--- src/rtl/radd_pkg.sv ---
// radd_pkg: shared FSM state type and default geometry for the sliced adder sequencer
package radd_pkg;
    typedef enum logic [1:0] {IDLE, RUN, DONE} radd_seq_state_e;
    localparam int RADD_WIDTH = 32;
    localparam int RADD_SLICE = 8;
endpackage

--- src/rtl/radd_slice.sv ---
// radd_slice: combinational SLICE-bit ripple-carry adder built from per-bit full-add equations
module radd_slice #(
    parameter int SLICE = 8
) (
    input  logic [SLICE-1:0] a,
    input  logic [SLICE-1:0] b,
    input  logic             cin,
    output logic [SLICE-1:0] sum,
    output logic             cout
);
    logic [SLICE:0] w_c;
    assign w_c[0] = cin;
    for (genvar i = 0; i < SLICE; i++) begin : g_fa
        assign sum[i]    = a[i] ^ b[i] ^ w_c[i];
        assign w_c[i+1]  = (a[i] & b[i]) | (w_c[i] & (a[i] ^ b[i]));
    end
    assign cout = w_c[SLICE];
endmodule

--- src/rtl/radd_seq_ctrl.sv ---
// radd_seq_ctrl: sequences a WIDTH-bit add through one SLICE-bit adder, LSB slice first.
// Optional subtract mode (in_sub) is enabled by defining RADD_SEQ_SUB_EN.
module radd_seq_ctrl
    import radd_pkg::*;
#(
    parameter int WIDTH = RADD_WIDTH,
    parameter int SLICE = RADD_SLICE
) (
    input  logic             clk,
    input  logic             rst,
    input  logic             in_valid,
    output logic             in_ready,
    input  logic [WIDTH-1:0] in_a,
    input  logic [WIDTH-1:0] in_b,
    input  logic             in_cin,
`ifdef RADD_SEQ_SUB_EN
    input  logic             in_sub,
`endif
    output logic             out_valid,
    input  logic             out_ready,
    output logic [WIDTH-1:0] out_sum,
    output logic             out_cout
);
    localparam int NSLICE = WIDTH / SLICE;
    localparam int IW     = (NSLICE > 1) ? $clog2(NSLICE) : 1;

    if ((WIDTH % SLICE) != 0 || NSLICE < 1) begin : g_bad_geometry
        $error("radd_seq_ctrl: WIDTH must be a non-zero multiple of SLICE");
    end

    radd_seq_state_e              r_state, w_next;
    logic [NSLICE-1:0][SLICE-1:0] r_a, r_b, r_sum;
    logic [IW-1:0]                r_idx;
    logic                         r_carry, r_cout;
    logic [SLICE-1:0]             w_sb, w_s;
    logic                         w_co, w_last, w_accept;

`ifdef RADD_SEQ_SUB_EN
    logic r_sub;
    assign w_sb = r_b[r_idx] ^ {SLICE{r_sub}};
`else
    assign w_sb = r_b[r_idx];
`endif

    assign w_last   = (r_idx == IW'(NSLICE - 1));
    assign w_accept = (r_state == IDLE) && in_valid;

    radd_slice #(.SLICE(SLICE)) u_slice (
        .a   (r_a[r_idx]),
        .b   (w_sb),
        .cin (r_carry),
        .sum (w_s),
        .cout(w_co)
    );

    always_ff @(posedge clk) begin
        if (rst) r_state <= IDLE;
        else     r_state <= w_next;
    end

    always_comb begin
        w_next    = r_state;
        in_ready  = 1'b0;
        out_valid = 1'b0;
        case (r_state)
            IDLE: begin
                in_ready = 1'b1;
                if (in_valid) w_next = RUN;
            end
            RUN:  if (w_last) w_next = DONE;
            DONE: begin
                out_valid = 1'b1;
                if (out_ready) w_next = IDLE;
            end
            default: w_next = IDLE;
        endcase
    end

    // carry register is seeded with the (possibly inverted) carry-in at accept
    always_ff @(posedge clk) begin
        if (rst) begin
            r_a     <= '0;
            r_b     <= '0;
            r_sum   <= '0;
            r_idx   <= '0;
            r_carry <= 1'b0;
            r_cout  <= 1'b0;
`ifdef RADD_SEQ_SUB_EN
            r_sub   <= 1'b0;
`endif
        end else if (w_accept) begin
            r_a     <= in_a;
            r_b     <= in_b;
            r_idx   <= '0;
`ifdef RADD_SEQ_SUB_EN
            r_sub   <= in_sub;
            r_carry <= in_cin ^ in_sub;
`else
            r_carry <= in_cin;
`endif
        end else if (r_state == RUN) begin
            r_sum[r_idx] <= w_s;
            r_carry      <= w_co;
            r_idx        <= w_last ? r_idx : r_idx + IW'(1);
            if (w_last) r_cout <= w_co;
        end
    end

    assign out_sum  = r_sum;
    assign out_cout = r_cout;
endmodule

--- config.mk ---
export PLATFORM = sky130hd
export DESIGN_NAME = radd_seq_ctrl
export DESIGN_NICKNAME = d
export VERILOG_FILES = /design/src/rtl/radd_pkg.sv /design/src/rtl/radd_slice.sv /design/src/rtl/radd_seq_ctrl.sv
export SDC_FILE = /design/constraint.sdc
export NUM_CORES = 1
export LEC_CHECK = 0
export ABC_AREA = 1
export BUFFER_PORTS_ARGS = -buffer_cell sky130_fd_sc_hd__buf_2
export CAP_MARGIN = 15
export CORE_MARGIN = 8
export CORE_UTILIZATION = 44
export CTS_CLUSTER_DIAMETER = 200
export DETAILED_ROUTE_END_ITERATION = 7
export PLACE_DENSITY = 0.67
export SLEW_MARGIN = 20
export SYNTH_ARGS = -nofsm -noshare
export SYNTH_HDL_FRONTEND = slang
export SYNTH_SLANG_ARGS = --single-unit
--- constraint.sdc ---
create_clock -name clk -period 8.1 [get_ports clk]
set_clock_uncertainty 0.2 [all_clocks]
set_input_delay 1.215 -clock clk [delete_from_list [all_inputs] [get_ports clk]]
set_output_delay 1.215 -clock clk [all_outputs]
set_load 0.01 [all_outputs]
==> results.toml <==
[run]
max-cap-violations = 0

[timing]
fin_crit_ns = 5.32
relSlewSlack_pct = 31.9
drv_slew = 0
fmax_mhz = 188
finalHoldViolCount = 0
holdWs_ns = 0.283
period_share_pct = 65.6
tns_ns = 0
setup_viol_count_final = 0
worst_pin_slew_ns = 1.02
grt_setup_unrepaired = "false"

[finish]
drive_above_1_share_pct = 17.4
n_antenna_cell = 0
fillers = 1062
area_growth_pct = 14.5
nNetsFinal = 824

[min_path]
hold_end = "r_a[24]$_SDFFE_PP0P_"
hold_class = "reg -> reg"
worstHoldStart = "r_a[24]$_SDFFE_PP0P_"
hold_path_depth = 2

[critical_path]
max_stage_delay_ns = 0.48
end_kind = "register"
crit_type = "reg -> reg"
rr_endpoint = "out_sum[31]$_SDFFE_PP0P_"
r2r_cells = 18
worstPathMaxFanout = 36
r2r_slack_ns = 2.78
rr_startpoint = "r_idx[0]$_SDFFE_PP0P_"
cp_slowest_cell = "fa_1"
start_kind = "register"
arrival_ns = 5.42
critical-path-top-delay-family = "adder cells"
cpMostUsedCell = "fa_1"
crit_buf_inv = 5
cp.required_ns = 8.20
cp_cell_sequence = "buf_4 > inv_1 > o21ai_0 > o21ai_0 > fa_1 > inv_1 > fa_1 > inv_1 > fa_1 > fa_1 > fa_1 > fa_1 > fa_1 > inv_1 > fa_1 > nand2_1 > nand2_1 > nor2_1"
worstSetupStartpoint = "r_idx[0]$_SDFFE_PP0P_"

[logic_synthesis]
ys_seq_elements = 102
avgSynthCellArea_sq_um = 6.92
synth_top_cell_by_area = "dfxtp_1"
ys_warn_count = 0
netlist_instances = 664
synth_nets = 745
ys_top_cells_by_area = "dfxtp_1, nor2_1, o21ai_0"
ys_types = 21
synth_top_area_share_pct = 44.4
seq_area_frac_synth_pct = 44.4
synth_area_sq_mm = 0.00460

[floorplan]
die_width_um = 118
core-area_sq_mm = 0.0102
dieArea_sq_mm = 0.0140
num_rows = 37
die_y_um = 118
initial_utilization_pct = 44.9
io_pins = 104

[detailed_routing]
wl_per_cell_um = 12.7
wirelength_mm = 11.2
route.vias.total = 4140
vias_per_cell = 4.68
drt_iter0_drc = 350
postRouteAntennaNets = 0
drc_errors = 0
drtPass1Iterations = 5

[clock_tree]
cts.clk_slew.worst_paths_ns = 0.09
clock_path_buffers = 2
cts_resized = 0
cts_buffers = 9
cts_setup_buffers = 0
clock-sinks = 102
htree_levels = 3
clockRootBuffer = "clkbuf_8"
cts_tree = "built"
clock_latency_ns = 0.36
cts_hold_buffers = 0

[pwr]
ir_drop_uv = 89.4
power_leakage_nw = 2.59
p_per_area_mw_per_mm2 = 195

[grt]
grt_util_all_layers_pct = 15.8
antenna_found_initial = 0
grt_start_max_net_pins = 69
grt-ovfl-total = 0
grt_pass1_wl_mm = 18.6
grt_pass1_vias = 3877

[run_status]
status = "complete, no violations"

[placement]
io_buffer_count = 103
dp_hpwl_mm = 8.40
gp_congestion = 0.808
per-layer routing:
metal  up-vias  global-route usage [%]  share of wire (%)
met1      1840                    21.5                 50
met2       104                    24.3                 44
met5         -                       0                  0
met4         0                    3.84               0.87
li1       2185                       -                  -
met3        11                    4.47                5.8
power breakdown:
part	switching (mW)	internal, mW	total [mW]
clock	0.168	0.120	0.288
sequential	0.0219	0.536	0.558
combinational	0.113	0.0690	0.182
through the flow:
step	instance area [sq um]	total power, mW	utilization [%]	instances	setup slack (ns)
after floorplan	4600	0.694	-	664	3.57
after global placement	5090	0.749	49.7	868	3.02
after detailed placement	5090	0.754	49.7	868	2.87
after CTS	5270	1.04	51.5	884	2.84
after global routing	5270	1.09	51.5	884	2.45
final	5270	1.03	51.5	884	2.78
worst max-delay path by stage:
stage / endpoint / slack [ns] / depth (start not counted)
2_1_floorplan: out_sum[31]$_SDFFE_PP0P_ / 3.57 / 19
4_1_cts: out_sum[31]$_SDFFE_PP0P_ / 2.84 / 18
6_report: out_sum[31]$_SDFFE_PP0P_ / 2.78 / 18
5_1_grt: out_sum[15]$_SDFFE_PP0P_ / 2.45 / 18
3_5_place_dp: out_sum[31]$_SDFFE_PP0P_ / 2.87 / 18
3_3_place_gp: out_sum[31]$_SDFFE_PP0P_ / 3.02 / 18
synthesized netlist by cell type:
master / count
fa_1: 8
inv_1: 55
nor2_8: 1
inv_2: 2
nor2_4: 1
buf_6: 5
o21ai_0: 96
clkbuf_8: 1
nand2_4: 5
buf_2: 16
nor2_1: 229
dfxtp_1: 102
nand3_1: 12
ha_1: 4
o21ai_1: 4
clkinv_1: 1
clkbuf_1: 14
clkbuf_4: 1
nand2_1: 102
nand3b_1: 1
a21oi_1: 4
sequential cells by signal (all words and copies together) (netlist names):
| signal | count |
|---|---|
| out_cout | 1 |
| r_b | 32 |
| r_state | 2 |
| r_idx | 2 |
| r_carry | 1 |
| out_sum | 32 |
| r_a | 32 |
cell families (layout without fill, tap and decap cells):
logic type | count (synthesis) | after routing | synth area share, %
and+or+nand+nor | 351 | 351 | 30.4
adders and majority gates | 12 | 12 | 4.57
buffers and inverters | 95 | 179 | 9.31
DFF | 102 | 102 | 44.4
AOI/OAI and AO/OA | 104 | 104 | 11.3
layout make-up:
cell class,count,area (sq um),area share [%]
clock buffer,11,141,2.69
multi-input combinational,467,2130,40.4
inverter,58,218,4.13
sequential,102,2040,38.8
timing repair buffer,105,531,10.1
clock inverter,5,35.0,0.665
tap,136,170,3.23
tightest hold or removal path: cells and delay by family, from the launching register on:
kind	cells	cell delay, ns
DFF	1	0.33
and+or+nand+nor	2	0.12
cells in the final DEF (no fill, tap or decap), types with 3 or more instances in the layout:
cell / count
ha_1: 4
dfxtp_1: 102
inv_2: 3
o21ai_1: 4
nor2_1: 229
inv_1: 55
buf_2: 103
a21oi_1: 4
clkinvlp_4: 4
nand3_1: 12
nand2_4: 5
o21ai_0: 96
fa_1: 8
nand2_1: 102
clkbuf_8: 10
Note: power is estimated with default switching activity, not from simulation.
